--- src/rtl/i2c_target.sv ---
// I2C target with a fixed 7-bit address: input synchronizer/glitch filter, START/STOP
// detection, address match with ACK, write-byte reception and read-byte transmission.
//
// state    | meaning
// IDLE     | not selected, waiting for START
// ADDR     | shifting in the address byte
// ADDR_ACK | driving ACK for a matched address
// RX       | shifting in a write byte
// RX_ACK   | driving ACK for a received byte
// TX       | shifting out a read byte
// TX_ACK   | SDA released, waiting for the master's ACK/NACK
module i2c_target #(
  parameter logic [6:0] ADDRESS    = 7'h3C,
  parameter int         FILTER_LEN = 3
) (
  input  logic       clk,
  input  logic       reset,
  input  logic       scl_in,
  input  logic       sda_in,
  output logic       sda_pull_low,
  output logic       addressed,
  output logic       rw,
  output logic [7:0] rx_data,
  output logic       rx_valid,
  input  logic [7:0] tx_data,
  output logic       tx_load,
  output logic       nack_seen,
  output logic       start_seen,
  output logic       stop_seen
);

  localparam int CW = (FILTER_LEN > 1) ? $clog2(FILTER_LEN) : 1;

  typedef enum logic [2:0] {
    ST_IDLE, ST_ADDR, ST_ADDR_ACK, ST_RX, ST_RX_ACK, ST_TX, ST_TX_ACK
  } state_t;

  // Bit 1 carries SCL, bit 0 carries SDA; all reset to the idle-bus level.
  logic [1:0]    r_sync1, r_sync2, r_filt, r_filt_q;
  logic [CW-1:0] r_fcnt [2];

  always_ff @(posedge clk or posedge reset) begin
    if (reset) begin
      r_sync1  <= 2'b11;
      r_sync2  <= 2'b11;
      r_filt   <= 2'b11;
      r_filt_q <= 2'b11;
      for (int i = 0; i < 2; i++) r_fcnt[i] <= '0;
    end else begin
      r_sync1  <= {scl_in, sda_in};
      r_sync2  <= r_sync1;
      r_filt_q <= r_filt;
      for (int i = 0; i < 2; i++) begin
        if (r_sync2[i] == r_filt[i]) begin
          r_fcnt[i] <= '0;
        end else if (r_fcnt[i] == CW'(FILTER_LEN - 1)) begin
          r_filt[i] <= r_sync2[i];
          r_fcnt[i] <= '0;
        end else begin
          r_fcnt[i] <= r_fcnt[i] + CW'(1);
        end
      end
    end
  end

  logic w_sda, w_scl_rise, w_scl_fall, w_start, w_stop;
  assign w_sda      = r_filt[0];
  assign w_scl_rise = r_filt[1] & ~r_filt_q[1];
  assign w_scl_fall = ~r_filt[1] & r_filt_q[1];
  // SCL must be high in both samples so a simultaneous SCL/SDA edge is not a bus condition.
  assign w_start    = r_filt[1] & r_filt_q[1] & r_filt_q[0] & ~r_filt[0];
  assign w_stop     = r_filt[1] & r_filt_q[1] & ~r_filt_q[0] & r_filt[0];

  state_t     r_state, w_state_n;
  logic [7:0] r_shift, w_shift_n;
  logic [3:0] r_cnt, w_cnt_n;
  logic [7:0] w_rx_data_n;
  logic       w_pull_n, w_addr_n, w_rw_n, w_rx_valid_n, w_nack_n, w_start_n, w_stop_n;

  always_ff @(posedge clk or posedge reset) begin
    if (reset) begin
      r_state      <= ST_IDLE;
      r_shift      <= '0;
      r_cnt        <= '0;
      sda_pull_low <= 1'b0;
      addressed    <= 1'b0;
      rw           <= 1'b0;
      rx_data      <= '0;
      rx_valid     <= 1'b0;
      nack_seen    <= 1'b0;
      start_seen   <= 1'b0;
      stop_seen    <= 1'b0;
    end else begin
      r_state      <= w_state_n;
      r_shift      <= w_shift_n;
      r_cnt        <= w_cnt_n;
      sda_pull_low <= w_pull_n;
      addressed    <= w_addr_n;
      rw           <= w_rw_n;
      rx_data      <= w_rx_data_n;
      rx_valid     <= w_rx_valid_n;
      nack_seen    <= w_nack_n;
      start_seen   <= w_start_n;
      stop_seen    <= w_stop_n;
    end
  end

  always_comb begin
    w_state_n    = r_state;
    w_shift_n    = r_shift;
    w_cnt_n      = r_cnt;
    w_pull_n     = sda_pull_low;
    w_addr_n     = addressed;
    w_rw_n       = rw;
    w_rx_data_n  = rx_data;
    w_rx_valid_n = 1'b0;
    w_nack_n     = 1'b0;
    w_start_n    = 1'b0;
    w_stop_n     = 1'b0;
    tx_load      = 1'b0;
    if (w_start) begin
      w_state_n = ST_ADDR;
      w_cnt_n   = '0;
      w_pull_n  = 1'b0;
      w_addr_n  = 1'b0;
      w_start_n = 1'b1;
    end else if (w_stop) begin
      w_state_n = ST_IDLE;
      w_pull_n  = 1'b0;
      w_addr_n  = 1'b0;
      w_stop_n  = 1'b1;
    end else begin
      case (r_state)
        ST_ADDR, ST_RX: begin
          if (w_scl_rise && r_cnt != 4'd8) begin
            w_shift_n = {r_shift[6:0], w_sda};
            w_cnt_n   = r_cnt + 4'd1;
          end else if (w_scl_fall && r_cnt == 4'd8) begin
            w_cnt_n = '0;
            if (r_state == ST_RX) begin
              w_rx_data_n  = r_shift;
              w_rx_valid_n = 1'b1;
              w_pull_n     = 1'b1;
              w_state_n    = ST_RX_ACK;
            end else if (r_shift[7:1] == ADDRESS) begin
              w_rw_n    = r_shift[0];
              w_addr_n  = 1'b1;
              w_pull_n  = 1'b1;
              w_state_n = ST_ADDR_ACK;
            end else begin
              w_pull_n  = 1'b0;
              w_state_n = ST_IDLE;
            end
          end
        end
        ST_ADDR_ACK: begin
          if (w_scl_fall) begin
            w_cnt_n = '0;
            if (rw) begin
              tx_load   = 1'b1;
              w_shift_n = tx_data;
              w_pull_n  = ~tx_data[7];
              w_state_n = ST_TX;
            end else begin
              w_pull_n  = 1'b0;
              w_state_n = ST_RX;
            end
          end
        end
        ST_RX_ACK: begin
          if (w_scl_fall) begin
            w_pull_n  = 1'b0;
            w_cnt_n   = '0;
            w_state_n = ST_RX;
          end
        end
        ST_TX: begin
          if (w_scl_rise && r_cnt != 4'd8) begin
            w_cnt_n = r_cnt + 4'd1;
          end else if (w_scl_fall && r_cnt == 4'd8) begin
            w_pull_n  = 1'b0;
            w_cnt_n   = '0;
            w_state_n = ST_TX_ACK;
          end else if (w_scl_fall && r_cnt != 4'd0) begin
            w_shift_n = {r_shift[6:0], 1'b0};
            w_pull_n  = ~r_shift[6];
          end
        end
        ST_TX_ACK: begin
          // r_cnt marks that an ACK was sampled and the next byte is due at the fall.
          if (w_scl_rise && r_cnt == 4'd0) begin
            if (w_sda) begin
              w_nack_n  = 1'b1;
              w_addr_n  = 1'b0;
              w_pull_n  = 1'b0;
              w_state_n = ST_IDLE;
            end else begin
              w_cnt_n = 4'd1;
            end
          end else if (w_scl_fall && r_cnt == 4'd1) begin
            tx_load   = 1'b1;
            w_shift_n = tx_data;
            w_pull_n  = ~tx_data[7];
            w_cnt_n   = '0;
            w_state_n = ST_TX;
          end
        end
        default: ;
      endcase
    end
  end

endmodule

--- config.mk ---
export PLATFORM = sky130hd
export DESIGN_NAME = i2c_target
export DESIGN_NICKNAME = d
export VERILOG_FILES = /design/src/rtl/i2c_target.sv
export SDC_FILE = /design/constraint.sdc
export NUM_CORES = 1
export LEC_CHECK = 0
export BUFFER_PORTS_ARGS = -buffer_cell sky130_fd_sc_hd__buf_2
export CAP_MARGIN = 20
export CORE_MARGIN = 1
export CORE_UTILIZATION = 57
export CTS_CLUSTER_SIZE = 16
export DETAILED_ROUTE_END_ITERATION = 6
export MAX_ROUTING_LAYER = met4
export PLACE_DENSITY = 0.78
export REMOVE_ABC_BUFFERS = 1
export SLEW_MARGIN = 20
export SYNTH_ARGS = -nofsm -noshare
export SYNTH_HDL_FRONTEND = slang
export SYNTH_SLANG_ARGS = --single-unit
--- constraint.sdc ---
create_clock -name clk -period 2.6 [get_ports clk]
set_input_delay 0.52 -clock clk [delete_from_list [all_inputs] [get_ports clk]]
set_output_delay 0.52 -clock clk [all_outputs]
set_load 0.01 [all_outputs]
== After elaboration in Yosys (flattened, before gate mapping) ==
Cells that the tools add are included.
Storage, ports and cells
  register bits: 42
  bits of input ports: 12
  output and inout bits: 16
  logic and storage cells: 185
Operators by class
  add/subtract/negate cells: 3
  equality and inequality tests: 40
  mux-type cells: 82
  bitwise gates (word level): 19
  reductions and logical operators: 23
Operators with widths (number)
  2-to-1 mux 8 bit: 8
  inequality test 4 bit (second input constant): 13
  2-to-1 mux 1 bit: 42
  2-to-1 mux 3 bit: 13
  2-to-1 mux 4 bit: 8
  case mux 8 bit (4 select lines): 1
  inequality test 2 bit (second input constant): 9
  AND reduction 9 bit: 2
  nonzero test 4 bit: 4
  inequality test 5 bit (second input constant): 3
  case mux 3 bit (5 select lines): 1
  AND reduction 7 bit: 2
  inverter 1 bit: 12
  case mux 4 bit (3 select lines): 1
  AND reduction 6 bit: 2
  AND reduction 11 bit: 1
  2-to-1 mux 2 bit: 5
  equality test 3 bit (second input constant): 3
  bitwise AND 1 bit: 7
  equality test 7 x 6 -> 1 bit (second input constant): 1
  nonzero test 7 bit: 1
  equality test 3 x 2 -> 1 bit (second input constant): 2
  logical AND 1 bit: 5
  case mux 1 bit (5 select lines): 1
  14 further kinds: 20

== Logic depth before layout (Yosys ltp) ==
Gate-level depths: netlist of the first run.
  depth after elaboration: 9
  depth in mapped cells: 7

== Least setup slack after synthesis of the first run ==
No wires, ideal clock.
  kind: register -> register
  start: register r_cnt[0]
  end: register rw
  setup time: 0.128 ns
  arrival: 1.936 ns
  data required time: 2.472 ns
  path slack: 0.536 ns
  cell stages (with the launch flop): 7
  clock period less this slack: 2.064 ns
  path through: dfrtp_1 > inv_1 > ha_1 > nand3b_4 > or4_4 > nor3_4 > mux2_1
On the way
  word-level cells in the longest chain between the ends: 4
  elaborated cells on any way between the ends: 6
  those cells by class: 2 x eq/ne; 1 x bitwise; 3 x reduce/logical
Ends and longest elaborated chain
  start, declared: RTL line 76  | logic [3:0] r_cnt, w_cnt_n;
  start signal, assigned: RTL line 96  | r_cnt <= w_cnt_n;
  inequality test 4 bit: RTL line 135  | if (w_scl_rise && r_cnt != 4'd8) begin
  logical AND 1 bit: RTL line 135
  inverter 1 bit (no source line)
  AND reduction 7 bit (no source line) (*)
  end signal, assigned: RTL line 99  | rw <= w_rw_n;
  end, declared: RTL line 22  | output logic rw,
Mark *: on every way between the ends. The rest lies on a longest branch, timed or not.
A chain may end at the register's enable or synchronous reset.

== Worst setup path after layout of the first run ==
Same ends and word-level chain as after synthesis.

==> results of run 1 <==
[Yosys cell counts, drive strengths merged]
cell type  count
a31oi          4
a21oi          5
mux2          20
o31ai          5
inv            9
a21boi         1
nand2         27
a211o          2
and2           2
or2            2
o22ai          3
or4            1
nor2b          7
nand4          4
and4b          2
a311o          1
a211oi         6
nor2          12
and2b          1
o2111ai        1
a221o          1
a22oi          1
o311ai         2
nand3          7
xnor2          3
a41oi          1
dfrtp         34
a22o           1
nor4           1
a21o           3
nand2b         2
o21bai         1
o21ai          8
nor3b          6
ha             3
nand3b         3
nor3           8
clkbuf         1
dfstp          8
buf           12
a2111oi        2
a222oi         1
o31a           1
[stage by stage]
stage          utilization, %  power [mW]  hold WS, ps
6_report                 67.3        2.37          311
5_1_grt                  67.3        2.51          295
4_1_cts                  67.3        2.37          307
3_5_place_dp             65.2        1.95          349
3_3_place_gp             65.2        1.94          347
2_1_floorplan               -        1.73          345
[registers in the layout, summed over array words and instances (netlist names)]
name          cells
r_shift           8
rx_data           8
r_cnt             4
r_fcnt            4
r_state           3
r_filt            2
r_filt_q          2
r_sync1           2
r_sync2           2
addressed         1
nack_seen         1
rw                1
rx_valid          1
sda_pull_low      1
start_seen        1
stop_seen         1
[worst max-delay path, stage by stage, from the launching register on]
cell and delay [ps]:
sky130_fd_sc_hd__dfrtp_1 430, sky130_fd_sc_hd__inv_1 80, sky130_fd_sc_hd__ha_1 300, sky130_fd_sc_hd__nand3b_4 160, sky130_fd_sc_hd__or4_4 560, sky130_fd_sc_hd__nor3_4 250, sky130_fd_sc_hd__mux2_1 370
[report_power, final]
| part | internal [mW] | switching [mW] | total [mW] |
|---|---|---|---|
| registers | 0.807 | 0.212 | 1.02 |
| clock network | 0.189 | 0.222 | 0.411 |
| logic | 0.434 | 0.505 | 0.939 |
| total | 1.43 | 0.939 | 2.37 |
[cell families (layout without fill, tap and decap cells)]
kind of cell	count (synthesis)	after routing	share of synthesized area (%)
AOI/OAI and AO/OA	50	50	17.5
buffers and inverters	22	51	4.48
and+or+nand+nor	85	85	21.6
DFF	42	42	42.3
xor gates and xnor gates	3	3	1.35
adders and majority gates	3	3	1.49
muxes	20	20	11.4
[path summary, 6_finish.rpt]
check / startpoint / to / slack, ps / depth (start not counted)
worst max-delay path: r_cnt[0] / rw / 320 / 6
worst min-delay path: scl_in / r_sync1[1] / 310 / 1
worst max register to register: r_cnt[0] / rw / 320 / 6
worst min register to register: r_sync1[0] / r_sync2[0] / 360 / 0
max in group asynchronous: reset / r_filt_q[1] / 1890 / 3
min in group asynchronous: reset / r_shift[1] / 340 / 3
[layer usage]
layer	up-vias	part of all wire [%]
li1	875	-
met1	863	46
met2	66	45
met3	14	5.2
met4	0	3.3
met5	-	0
[final cells by class]
| cell class | count | area share, % |
|---|---|---|
| Inverter | 9 | 1.22 |
| Tap cell | 50 | 2.26 |
| Clock inverter | 2 | 0.497 |
| Sequential cell | 42 | 38.3 |
| Timing Repair Buffer | 34 | 6.78 |
| Clock buffer | 6 | 2.62 |
| Multi-Input combinational cell | 161 | 48.3 |
==> out/summary.md, run 1 <==
- completed — status
- 0 — post-cts hold buffer count
- 0.917 — final weighted congestion in routability-driven placement
- 5.98 — routed via count divided by cell count
- 0.00134 sq mm — multi-input logic area
- 36.6% — fraction of final layout cells with drive strength greater than 1
- 5.02 mm — Final Routed Wirelength
- 87.6% — fraction of the cycle the final worst path needs
- 8.42 mm — wire length of the first global-routing pass
- 61.0% — starting density of the core
- flip-flop — nature of the critical path startpoint
- 42 — CTS Sinks
- 300 ps — later-pin clock latency in the skew report
- 68.4 um — vertical die dimension
- 33.9% — area share of the largest cell type after synthesis
- 3.57 mm — final HPWL from detailed placement
- 331 — Fill cells
- 0 — number of buffers inserted by post-CTS setup repair
- 0 — Hold Violations, Final
- 2280 ps — post-layout minimum cycle time
- 10.3% — synth-to-layout area growth
- 0.00251 sq mm — synthesized area
- 32.9% — met1 routing resource usage after global routing
- 0.00468 sq mm — die area
- 366 ps — pre-CTS WS
- 28 — IO Count
- 0 — leftover overflow at the end of global routing
- 0 — Final Max Slew Viols
- 225 — cell count after synthesis
- 65 — Cell variety after synth
- 2 — maximum clock path buffer count
- 0 — number of max-cap violations
- 0.00277 sq mm — final design instance area without fill
- sky130_fd_sc_hd__dfrtp_1 — post-synth top area cell
- 322 ps — Final WS setup
- 0 — antenna violations before repair
- 5.17% — GRT met3 Usage
- 0.00268 sq mm — cell area after placement
- 1,818 — routed via count
- 27 — input/output buffers
- 0 — Antenna Cells
- 2 — number of levels the H-tree was split into
- sky130_fd_sc_hd__dfrtp_1 (34%), sky130_fd_sc_hd__mux2_4 (9.6%), sky130_fd_sc_hd__dfstp_2 (8.4%) — top post-synthesis cells by area
- 0.548 mV — peak ir drop on the vdd network
- 4 — detailed-router iteration count before antenna repair
- 107 — violation count after the first detailed-routing iteration
- 25.8% — global-route usage over all layers
- 16.5 um — post-DR wirelength/cell
- 304 — Non-Filler Instances
- sky130_fd_sc_hd__dfrtp_1 — most common cell after layout, fill and taps aside
- 0 — final setup vio count
- met2 — global routing's busiest layer
- 43 — pin count of the biggest net entering global routing
- 42 — flop and latch count out of synthesis
- 0.00106 sq mm — area occupied by registers
- 2780 ps — required arrival time at the worst endpoint
- 517 ps — slew at the pin closest to its max-slew limit
- 80 ps — clock-pin slew reported for the worst setup and hold paths after clock tree synthesis
- 0 ps — TNS Setup
- false — unrepaired setup endpoints after global routing
- flip-flop — kind of capture point of the worst setup path
- 1.31 nW — leakage power total
- 38.2% — met2 usage in global routing
- sky130_fd_sc_hd__dfrtp_1 (34), sky130_fd_sc_hd__nand2_1 (27), sky130_fd_sc_hd__buf_2 (27) — leading cell types in the layout, fill and taps excluded
- 296 — number of cells in the design after placement
- 439 MHz — fmax
- 0 — number of resized instances in the post-cts repair step
- 0 — Yosys Warn Count
- 1,753 — number of global-route vias before repair
- 0 — number of design rule violations left after detail routing
- 23 — number of core rows
- 2460 ps — CP Data Arrival Time
- 6 — top fanout value on the critical path
- 5 — total CTS buffers
- 65.5% — worst slew margin relative to its limit
- 268 — total number of nets in the final design
- 11.2 sq um — Post-Syn Area per Cell
- 0.00412 sq mm — Core Footprint
- 0 — antenna violation net count after detailed routing
- reg -> reg — Worst Setup Path Type
- 856 mW/mm^2 — power density over the cells
- 8.66 ps — Worst Clk Skew
- sky130_fd_sc_hd__clkbuf_8 — Clock Tree Root
- done — clock tree from TritonCTS
- 42.3% — sequential-to-total area share from yosys stat
- 68.4 um — Chip Width
- in -> reg — class of the worst hold path
Power figures use the tool's default switching activity.
==> run 2: changes to the inputs <==
- CORE_UTILIZATION: 57 -> 58
- PLACE_DENSITY: 0.78 -> 0.79
==> run 2 against run 1 <==
Against the previous run:
- final area decreased by 0.32%
- power is 0.33% higher
- wire length fell by 0.76%
- first-iteration DRC count rose by 39%
- largest cell class unchanged
- largest power group unchanged
==> out/summary.md, run 2 (same netlist as run 1, synthesis figures left out) <==
- sky130_fd_sc_hd__dfrtp_1 — most common cell after layout, fill and taps aside
- 2 — maximum clock path buffer count
- 16.5 um — post-DR wirelength/cell
- 67.8 um — Chip Width
- 5 — total CTS buffers
- 4 — detailed-router iteration count before antenna repair
- 0.00409 sq mm — Core Footprint
- 2.38 mW — PnR Total Power
- 0 — number of buffers inserted by post-CTS setup repair
- r_cnt[0] — first element of the critical path
- 7 — worst-case reg-to-reg path depth
- 0 — antenna violations before repair
- 0.00460 sq mm — die area
- 2300 ps — post-layout minimum cycle time
- 27 — input/output buffers
- 300 ps — later-pin clock latency in the skew report
- in -> reg — class of the worst hold path
- 0 — antenna violation net count after detailed routing
- r_sync1[1] — Endpoint, Worst Hold
- 58.3% — worst slew margin relative to its limit
- 0 — number of design rule violations left after detail routing
- 0 — post-cts hold buffer count
- 4.99 mm — Final Routed Wirelength
- 23 — number of core rows
- 67.8 um — vertical die dimension
- 26.4% — global-route usage over all layers
- 434 MHz — fmax
- flip-flop — kind of capture point of the worst setup path
- 300 ps — setup slack of the worst register-to-register path
- 0 — Antenna Cells
- 302 — Non-Filler Instances
- 1.30 nW — leakage power total
- 0 — Hold Violations, Final
- 61.5% — starting density of the core
- 1,822 — routed via count
- 2790 ps — required arrival time at the worst endpoint
- 9.92% — synth-to-layout area growth
- 294 — number of cells in the design after placement
- 861 mW/mm^2 — power density over the cells
- flip-flop — nature of the critical path startpoint
- completed — status
- 149 — violation count after the first detailed-routing iteration
- 0 ps — TNS Setup
- 0 — final setup vio count
- 0 — number of resized instances in the post-cts repair step
- sky130_fd_sc_hd__clkbuf_8 — Clock Tree Root
- 320 — Fill cells
- false — unrepaired setup endpoints after global routing
- 2.36 ps — Worst Clk Skew
- 1,769 — number of global-route vias before repair
- done — clock tree from TritonCTS
- r_cnt[0] — reg2reg start
- r_cnt[0] — Reg-to-Reg End
- reg -> reg — Worst Setup Path Type
- 6.03 — routed via count divided by cell count
- 0.925 — final weighted congestion in routability-driven placement
- 0 — leftover overflow at the end of global routing
- r_shift: 8 flops, rx_data: 8 flops — largest registers ranked by flip-flop count
- 626 ps — slew at the pin closest to its max-slew limit
- 2 — number of levels the H-tree was split into
- 42 — CTS Sinks
- 266 — total number of nets in the final design
- sky130_fd_sc_hd__dfrtp_1 (34), sky130_fd_sc_hd__nand2_1 (27), sky130_fd_sc_hd__buf_2 (27) — leading cell types in the layout, fill and taps excluded
- 0.631 mV — peak ir drop on the vdd network
- 80 ps — clock-pin slew reported for the worst setup and hold paths after clock tree synthesis
- 8.63 mm — wire length of the first global-routing pass
- scl_in — startpoint of the lowest-slack hold path
- 0 — number of max-cap violations
- 2490 ps — CP Data Arrival Time
- 6 — top fanout value on the critical path
- 88.5% — fraction of the cycle the final worst path needs
- 3.59 mm — final HPWL from detailed placement
- 1 — Hold Path Depth
- 43 — pin count of the biggest net entering global routing
- 36.5% — fraction of final layout cells with drive strength greater than 1
- 28 — IO Count
- 0 — Final Max Slew Viols
[run 2: metal layers]
metal / routed length, um / up-vias / track usage, %
met5: 0 / - / -
met4: 125 / 0 / 10.7
met3: 281 / 17 / 5.91
met2: 2310 / 72 / 40.1
met1: 2270 / 868 / 34.0
li1: - / 865 / -
[run 2: critical path: stages, from the launching register on]
cell	delay [ps]
sky130_fd_sc_hd__dfrtp_1	440
sky130_fd_sc_hd__inv_1	80
sky130_fd_sc_hd__ha_1	290
sky130_fd_sc_hd__nor2b_1	340
sky130_fd_sc_hd__and2_1	260
sky130_fd_sc_hd__nand4_1	260
sky130_fd_sc_hd__o311ai_4	170
sky130_fd_sc_hd__mux2_1	360
[run 2: area by class of cell]
class / count / area (sq um) / share of cell area, %
inverter: 9 / 33.8 / 1.22
sequential: 42 / 1060 / 38.4
tap: 50 / 62.6 / 2.27
multi-input combinational: 161 / 1340 / 48.5
timing repair buffer: 32 / 173 / 6.26
clock inverter: 3 / 23.8 / 0.861
clock buffer: 5 / 68.8 / 2.49
[run 2: per-stage QoR]
stage / area, sq um / worst slack [ps] / hold WS [ps] / util, %
2_1_floorplan: 2430 / 528 / 345 / -
3_3_place_gp: 2670 / 387 / 347 / 65.3
3_5_place_dp: 2670 / 353 / 350 / 65.3
4_1_cts: 2760 / 344 / 303 / 67.5
5_1_grt: 2760 / 165 / 297 / 67.5
6_report: 2760 / 298 / 313 / 67.5
[run 2: how the worst max path moves through the flow]
stage / to / slack [ps]
floorplan: r_shift[0] / 530
global placement: r_cnt[0] / 390
detailed placement: r_cnt[0] / 350
CTS: r_cnt[0] / 340
global route: r_cnt[0] / 170
finish: r_cnt[0] / 300
[run 2: report_power, final]
group | total [mW] | switching [mW] | internal [mW] | leakage [nW]
sequential | 1.02 | 0.211 | 0.806 | 0.521
clock | 0.433 | 0.241 | 0.192 | 0.0408
combinational | 0.927 | 0.502 | 0.425 | 0.735
